==> src/rtl/sm_sqrt_seq.sv <==
// sm_sqrt_seq: multi-cycle unsigned integer square root for the CPU datapath.
// Restoring digit-by-digit algorithm, one root bit per CALC cycle, MSB first,
// no multipliers. Constant latency of WIDTH/2 CALC cycles plus one DONE cycle.
// Optional feature: define SM_SQRT_REMAINDER_EN to add the 'rem' output
// (operand - result^2), which updates and holds together with 'result'.

module sm_sqrt_seq #(
   parameter int WIDTH = 32
) (
   input  logic             clk,
   input  logic             rst_n,
   input  logic             start,
   input  logic [WIDTH-1:0] operand,
   output logic             stall,
   output logic             busy,
   output logic             done,
   output logic [WIDTH-1:0] result
`ifdef SM_SQRT_REMAINDER_EN
   ,
   output logic [WIDTH/2:0] rem
`endif
);

   localparam int HALF = WIDTH / 2;
   localparam int CW   = $clog2(HALF) + 1;
   localparam logic [CW-1:0] LAST_ITER = CW'(HALF - 1);

   typedef enum logic [1:0] {
      IDLE,
      CALC,
      DONE
   } stateT;

   stateT             state;
   logic [WIDTH-1:0]  radicand;
   logic [HALF+1:0]   partial;
   logic [HALF-1:0]   root;
   logic [CW-1:0]     iterCount;

   logic [1:0]        pairBits;
   logic [HALF+1:0]   trial;
   logic [HALF+1:0]   subtrahend;
   logic              trialFits;
   logic [HALF+1:0]   nextPartial;
   logic [HALF-1:0]   nextRoot;

   // One restoring step: bring down the next bit pair and try to subtract 4*root+1.
   // Between steps the partial remainder never exceeds HALF bits, so the top two
   // register bits are always zero there; folding them into the compare keeps the
   // whole register observable without changing the arithmetic.
   always_comb begin
      pairBits    = radicand[WIDTH-1:WIDTH-2];
      trial       = {partial[HALF-1:0], pairBits};
      subtrahend  = {root, 2'b01};
      trialFits   = (partial[HALF+1:HALF] != 2'b00) || (trial >= subtrahend);
      nextPartial = trial;
      nextRoot    = {root[HALF-2:0], 1'b0};
      if (trialFits) begin
         nextPartial = trial - subtrahend;
         nextRoot    = {root[HALF-2:0], 1'b1};
      end
   end

   // Control FSM and datapath registers; result (and rem) load only on CALC->DONE.
   always_ff @(posedge clk or negedge rst_n) begin
      if (!rst_n) begin
         state     <= IDLE;
         radicand  <= '0;
         partial   <= '0;
         root      <= '0;
         iterCount <= '0;
         result    <= '0;
`ifdef SM_SQRT_REMAINDER_EN
         rem       <= '0;
`endif
      end else begin
         case (state)
            IDLE: begin
               if (start) begin
                  radicand  <= operand;
                  partial   <= '0;
                  root      <= '0;
                  iterCount <= '0;
                  state     <= CALC;
               end
            end
            CALC: begin
               radicand  <= {radicand[WIDTH-3:0], 2'b00};
               partial   <= nextPartial;
               root      <= nextRoot;
               iterCount <= iterCount + CW'(1);
               if (iterCount == LAST_ITER) begin
                  result <= {{HALF{1'b0}}, nextRoot};
`ifdef SM_SQRT_REMAINDER_EN
                  rem    <= nextPartial[HALF:0];
`endif
                  state  <= DONE;
               end
            end
            DONE: begin
               state <= IDLE;
            end
            default: begin
               state <= IDLE;
            end
         endcase
      end
   end

   // Status decode; stall is gated by rst_n so a held start cannot stall the CPU during reset.
   always_comb begin
      busy  = (state == CALC);
      done  = (state == DONE);
      stall = ((state == IDLE) && start && rst_n) || (state == CALC);
   end

endmodule

==> config.mk <==
export PLATFORM = sky130hd
export DESIGN_NAME = sm_sqrt_seq
export DESIGN_NICKNAME = d
export VERILOG_FILES = /design/src/rtl/sm_sqrt_seq.sv
export SDC_FILE = /design/constraint.sdc
export NUM_CORES = 1
export LEC_CHECK = 0
export ABC_AREA = 1
export ABC_CLOCK_PERIOD_IN_PS = 4500
export CORE_MARGIN = 4
export CORE_UTILIZATION = 31
export CTS_BUF_LIST = sky130_fd_sc_hd__clkbuf_16
export CTS_CLUSTER_SIZE = 28
export DETAILED_ROUTE_END_ITERATION = 10
export DONT_BUFFER_PORTS = 1
export GPL_TIMING_DRIVEN = 1
export SLEW_MARGIN = 15
export SYNTH_ARGS = -nofsm -noshare
export SYNTH_HDL_FRONTEND = slang
export SYNTH_SLANG_ARGS = --single-unit
==> constraint.sdc <==
create_clock -name clk -period 4.5 [get_ports clk]
set_input_delay 0.9 -clock clk [delete_from_list [all_inputs] [get_ports clk]]
set_output_delay 0.9 -clock clk [all_outputs]
set_load 0.02 [all_outputs]
# After elaboration in Yosys (flattened, before gate mapping)
# Cells that the tools add are included.
# op_classes
addsub	2
mul	0
n_div	0
n_lt_le_gt_ge	1
n_eq_ne	5
n_shift	0
mux	13
bitwise	0
n_reduce_logical	10
# ops
cell	n
32-bit case mux with 2 select lines	1
18-bit 2-to-1 mux	2
18-bit case mux with 2 select lines	1
32-bit 2-to-1 mux	1
16-bit case mux with 2 select lines	1
18-bit >= comparator	1
18-bit subtractor	1
16-bit 2-to-1 mux	1
5-bit case mux with 2 select lines	1
2-bit AND reduction	3
5-bit by 1-bit adder with 5-bit output, second input constant	1
5-bit by 4-bit == test with 1-bit output, second input constant	1
5-bit 2-to-1 mux	1
2-bit 2-to-1 mux	2
2-bit case mux with 2 select lines	1
2-bit nonzero test	2
2-bit by 1-bit == test with 1-bit output, second input constant	1
2-bit == test, second input constant	1
1-bit logical AND	2
2-bit zero test	1
1-bit logical OR	2
2-bit by 1-bit inequality test with 1-bit output, second input constant	1
2-bit inequality test, second input constant	1
1-bit 2-to-1 mux	1
# totals
reg_bits	89
latch_bits	0
ram_bits	0
mem_bits_ro	0
n_memories	0

# Logic depth before layout (Yosys ltp)
# Gate-level depths: netlist (run 1).
# logic_depth
depth_word	4
depth_mapped	15
depth_no_buf	14

# Worst setup path after synthesis (run 1)
# No wires, ideal clock.
# synth_path
path_kind	input to output
from	input port start
to	output port stall
t_arrival_ns	1.619
setup_slack_ns	1.981
cell_stages	5
n_path_buf	1
cell_sequence	nand3_1 > inv_2 > clkbuf_1 > nand2_1 > nand2_1
# synth_via
elab_chain_cells	3
# synth_rtl
item	line_no	rtl
from (decl)	12	input logic start,
1-bit logical AND (2 in series)	114	stall = ((state == IDLE) && start && rst_n) || (state == CALC);
1-bit logical OR	114	
to (decl)	14	output logic stall,
# Every way passes these cells.

# Worst setup path in the final report (run 1)
# layout_path
from	register state[0]
to	register radicand[31]
# layout_via
elab_chain_cells	3
# layout_rtl
item	line_no	rtl
from (decl)	34	stateT state;
from (signal assigned)	67	state <= IDLE;
from (signal assigned)	84	state <= CALC;
from (signal assigned)	97	state <= DONE;
2-bit by 1-bit == test with 1-bit output or 2-bit zero test (tied branches)	77	case (state)
2-bit nonzero test (no source line) or 2-bit inequality test (tied branches)	-	
2-bit AND reduction (no source line)	-	
to (signal assigned)	80	radicand <= operand;
to (signal assigned)	88	radicand <= {radicand[WIDTH-3:0], 2'b00};
to (decl)	35	logic [WIDTH-1:0] radicand;
# Parallel ways exist; a longest one is shown, timed or not.
# A chain may end at the register's enable or synchronous reset.

==> flow_summary.toml, run 1 <==
[logic_synthesis]
synth_seq_cells = 89
synth_edf_count = 0
async_flop_share = 1.00
ys_types = 32
synthCells = 637
synth.area.top_cells = "dfrtp_1, nand2_1, inv_1"
synth_common_cells = "nand2_1, dfrtp_1, inv_1"
ys_seq_area_frac = 0.447
synthMostInstantiatedCell = "nand2_1"
synth_ff_type = "dfrtp_1"
yosysTopAreaCellShare = 0.447
synth_area_leader_cell = "dfrtp_1"
mappedNetlistArea_sq_mm = 0.00498
synth.avg_cell_area_sq_um = 7.82
yosysWarnings = 0

[sta]
max-slew-margin-rel = 0.301
final_hold_viol_count = 0
worst_pin_slew_ns = 1.05
final.period_utilization = 0.712
post-route-min-period_ns = 3.20
clock.fmax_mhz = 312
setup_violations = 0
slew_viol_final = 0
finClkSkew_ns = 0.0138
finalSetupTns_ns = 0
rsz0062_at_grt = "false"

[floorplanning]
core-area_sq_mm = 0.0158
die_h_um = 135
rows = 46
die-area_sq_mm = 0.0182
start_util = 0.315
dieWidth_um = 135
io_pins = 70

[global_route]
antenna_found_initial = 0
grt_pass1_vias = 3797
grt_pass1_wl_um = 19300
grt_max_degree = 91
grtUsageTotal = 0.131
overflow = 0

[cells_and_area]
n_antenna_cell = 0
nNetsFinal = 680
fin_util = 0.341
syn_to_final_growth_pct = 8.34
final_area_sq_mm = 0.00539
instances_no_fill = 846
layout-drive-gt1-share = 0.0571

[placed_design]
place_area_sq_mm = 0.00508
post-place-cells = 830
place.gp.congestion = 0.879
post-dp-hpwl_um = 8010
portBuffers = 0

[routing]
via_per_inst = 4.66
wl_um = 11500
wl_per_cell_um = 13.6
drtIter0Drc = 234
postRouteAntennaNets = 0
drc_errors = 0
detail_route.first_pass.iterations = 4
vias = 3943

[min_path]
holdCritPathClass = "in2async"

[clock_tree]
cts_resized = 0
numCtsBuffers = 9
clk_pin_slew_ns = 0.07
cts_sinks = 89
insertion_delay_ns = 0.35
cts_tree = "done"
cts_hold_buf = 0
cts-root-buf = "clkbuf_16"
cts_buffer_depth = 2
cts_setup_buffers = 0
htree_levels = 3

[power]
pwr-share-seq = 0.296
power.internal_mw = 2.59
combPwrFrac = 0.545
cellPowerDensity_mw_per_mm2 = 915
ir_drop_uv = 338
switching_power_mw = 2.35
power_leakage_nw = 2.68
switching_share = 0.475
clockPowerShare = 0.159

[worst_setup_path]
cp_cell_sequence = "nand2_2, buf_4, inv_2, nor2_4, inv_1, o211ai_1"
crit_buf_inv = 3
crit_path_max_fanout = 46
max_stage_delay_ns = 0.87
cp-start-kind = "register"
required_ns = 4.75
arrival_ns = 3.45
path_delay_family = "buffers and inverters"
end_kind = "register"
r2r_slack_ns = 1.30
critPathSlowestCell = "nor2_4"
crit_type = "reg2reg"

[outcome]
outcome = "complete, no violations"

[run]
maxCapViolCount = 0
==> placed cells by master (no fill, tap or decap), types with 12 or more instances in the layout <==
master	n
ha_1	20
a22oi_1	15
o21ai_0	31
nor2_1	20
nand2_1	220
conb_1	16
inv_1	70
a21oi_1	12
nand3_1	40
dfrtp_1	89
o22ai_1	17
nand4_1	17
==> worst reg2reg max path: stages, from the launching register on <==
cell and delay, ns:
dfrtp_1 0.39, nand2_2 0.27, buf_4 0.28, inv_2 0.24, nor2_4 0.88, inv_1 0.70, o211ai_1 0.37
==> cell families (layout without fill, tap and decap cells) <==
| family | count (synthesis) | after routing | share of synthesized area |
|---|---|---|---|
| AOI/OAI and AO/OA | 86 | 86 | 0.106 |
| DFF | 89 | 89 | 0.447 |
| buffers and inverters | 113 | 91 | 0.102 |
| other | 1 | 16 | 0.000753 |
| xor gates and xnor gates | 10 | 10 | 0.0176 |
| and+or+nand+nor | 318 | 318 | 0.276 |
| adders and majority gates | 20 | 20 | 0.0503 |
==> sequential cells by signal, summed over array words and instances (netlist names) <==
name       cells
root          16
radicand      32
state          2
iterCount      5
result        16
partial       18
==> metrics by stage <==
| step | worst slack (ns) | hold WS, ns | total power [mW] |
|---|---|---|---|
| final | 1.30 | 0.245 | 4.94 |
| after global routing | 0.886 | 0.220 | 5.45 |
| after CTS | 1.28 | 0.224 | 4.97 |
| after detailed placement | 1.16 | 0.460 | 4.16 |
| after global placement | 1.24 | 0.457 | 4.13 |
| after floorplan | 1.98 | 0.442 | 3.62 |
==> power by group through the flow <==
| stage | combinational [mW] | clock (mW) | sequential [mW] |
|---|---|---|---|
| floorplan | 2.21 | 0 | 1.41 |
| global placement | 2.65 | 0 | 1.47 |
| detailed placement | 2.68 | 0 | 1.48 |
| CTS | 2.70 | 0.811 | 1.46 |
| global route | 3.11 | 0.834 | 1.51 |
| finish | 2.69 | 0.786 | 1.46 |
==> worst paths after layout <==
kind / from / end / cells after the start
max in group asynchronous: rst_n / root[7] / 0
min reg2reg: radicand[0] / radicand[0] / 2
min in group clk: radicand[0] / radicand[0] / 2
max reg2reg: state[0] / radicand[31] / 6
max: state[0] / radicand[31] / 6
min: rst_n / radicand[13] / 0
==> final cells by class <==
type                       instances  area (sq um)
clock buffer                       9           225
clock inverter                     7          83.8
fill                            1710         10400
inverter                          73           274
multi-input combinational        450          2300
sequential                        89          2230
tap                              216           270
timing repair buffer               2          15.0
==> metal layers <==
| metal | part of all wire | track usage |
|---|---|---|
| met5 | 0 | 0 |
| met1 | 0.47 | 0.179 |
| met2 | 0.45 | 0.198 |
| met3 | 0.070 | 0.0473 |
| met4 | 0.0059 | 0.0339 |
Note: power is estimated with default switching activity, not from simulation.
==> run 2: changes to the inputs <==
--- a/config.mk
+++ b/config.mk
@@ -6,7 +6,7 @@
 export NUM_CORES = 1
 export LEC_CHECK = 0
 export ABC_AREA = 1
-export ABC_CLOCK_PERIOD_IN_PS = 4500
+export ABC_CLOCK_PERIOD_IN_PS = 2800
 export CORE_MARGIN = 4
 export CORE_UTILIZATION = 31
 export CTS_BUF_LIST = sky130_fd_sc_hd__clkbuf_16
==> constraint.sdc (replaced) <==
create_clock -name clk -period 2.8 [get_ports clk]
set_input_delay 0.56 -clock clk [delete_from_list [all_inputs] [get_ports clk]]
set_output_delay 0.56 -clock clk [all_outputs]
set_load 0.02 [all_outputs]
==> flow_summary.toml, run 2 (synthesized netlist as in run 1, its figures left out) <==
[outcome]
outcome = "complete, no violations"

[cells_and_area]
layout-drive-gt1-share = 0.0674
final_common_cell = "nand2_1"
nNetsFinal = 688
fill_cells = 1681
largestRegisters = "radicand: 32 flops, partial: 18 flops"
layout_common_cells = "nand2_1, dfrtp_1, inv_1"
syn_to_final_growth_pct = 9.20
largest_register = "radicand"
largest_register_ffs = 32
n_antenna_cell = 0

[worst_setup_path]
end_kind = "register"
required_ns = 3.04
cp_cell_sequence = "ha_1, nand2_1, nor2_1, nand2_1, inv_2, nand2_2, nor2_4, nor2_4, nand3_2, nand2_2, nand2_1, nand2_1, nand2_1"
arrival_ns = 2.76
cp-start-kind = "register"
crit_top_cell = "nand2_1"
critPathSlowestCell = "nand3_2"
crit_type = "reg2reg"
max_stage_delay_ns = 0.50
crit_path_max_fanout = 20

[floorplanning]
start_util = 0.315
die_h_um = 135
die-area_sq_mm = 0.0182
core-area_sq_mm = 0.0158
io_pins = 70
dieWidth_um = 135
rows = 46

[global_route]
grt_pass1_wl_um = 19800
grt_max_degree = 90
grtUsageTotal = 0.134
antenna_found_initial = 0
overflow = 0
grt_pass1_vias = 3914

[routing]
wl_um = 11800
via_per_inst = 4.78
drtIter0Drc = 238
postRouteAntennaNets = 0
vias = 4079
drc_errors = 0
detail_route.first_pass.iterations = 7
wl_per_cell_um = 13.8

[sta]
clock.fmax_mhz = 396
final.period_utilization = 0.902
fin_ws_ns = 0.274
finalSetupTns_ns = 0
max-slew-margin-rel = 0.643
final_hold_viol_count = 0
rsz0062_at_grt = "false"
post-route-min-period_ns = 2.53
finClkSkew_ns = 0.00754
setup_violations = 0
slew_viol_final = 0
worst_pin_slew_ns = 0.535

[power]
power_mw = 7.89
ir_drop_uv = 525
power_leakage_nw = 2.71
cellPowerDensity_mw_per_mm2 = 1450

[clock_tree]
cts_sinks = 89
cts-root-buf = "clkbuf_16"
clk_pin_slew_ns = 0.07
insertion_delay_ns = 0.34
htree_levels = 3
cts_tree = "done"
numCtsBuffers = 9
cts_buffer_depth = 2
cts_resized = 0
cts_setup_buffers = 0

[placed_design]
post-dp-hpwl_um = 8140
portBuffers = 0
place.gp.congestion = 0.892
post-place-ws_ns = 0.279

[min_path]
holdCritPathClass = "in2async"

[run]
maxCapViolCount = 0
run 2: worst max-delay path: cells and delay by family, from the launching register on:
kind	cells	cell delay, ns
and+or+nand+nor	11	1.59
buffers and inverters	1	0.04
adders and majority gates	1	0.37
DFF	1	0.41
run 2: power by group:
group / switching (mW) / total, mW / leakage [nW] / internal (mW)
Clock: 0.517 / 1.12 / 0.133 / 0.600
Combinational: 2.82 / 4.42 / 1.48 / 1.61
Sequential: 0.454 / 2.35 / 1.09 / 1.90
Total: 3.79 / 7.89 / 2.71 / 4.10
run 2: layout make-up:
type,instances,area [sq um],share of cell area
timing repair buffer,10,95.1,0.0175
multi-input combinational,450,2300,0.423
inverter,73,274,0.0504
clock inverter,7,46.3,0.00852
tap,216,270,0.0497
clock buffer,9,225,0.0414
sequential,89,2230,0.410
run 2: metal layers:
metal	vias to the layer above	track usage	routed length (um)
li1	2020	-	-
met1	1928	0.183	5500
met2	120	0.207	5200
met3	11	0.0462	947
met4	0	0.0317	126
met5	-	0	0
run 2: per-stage QoR:
step | cells | util | area (sq um) | hold slack (ns)
floorplan | 652 | - | 5030 | 0.264
global placement | 837 | 0.325 | 5140 | 0.267
detailed placement | 837 | 0.325 | 5140 | 0.267
CTS | 854 | 0.343 | 5440 | 0.142
global route | 854 | 0.343 | 5440 | 0.146
finish | 854 | 0.343 | 5440 | 0.128
run 2: worst paths after layout:
| kind | cells past startpoint | slack [ns] | from | endpoint |
|---|---|---|---|---|
| setup / recovery | 13 | 0.27 | partial[11] | partial[17] |
| hold / removal | 1 | 0.13 | rst_n | radicand[0] |
| setup reg to reg | 13 | 0.27 | partial[11] | partial[17] |
| hold reg to reg | 2 | 0.48 | radicand[28] | radicand[28] |
| max in group asynchronous | 1 | 2.33 | rst_n | result[7] |
| min in group clk | 2 | 0.33 | operand[6] | radicand[6] |
run 2: timing repair:
action | 4_1_cts | 5_1_grt
setup endpoints to repair | 0 | 0
hold endpoints to repair | 89 | 0
hold buffers | 1 | 0
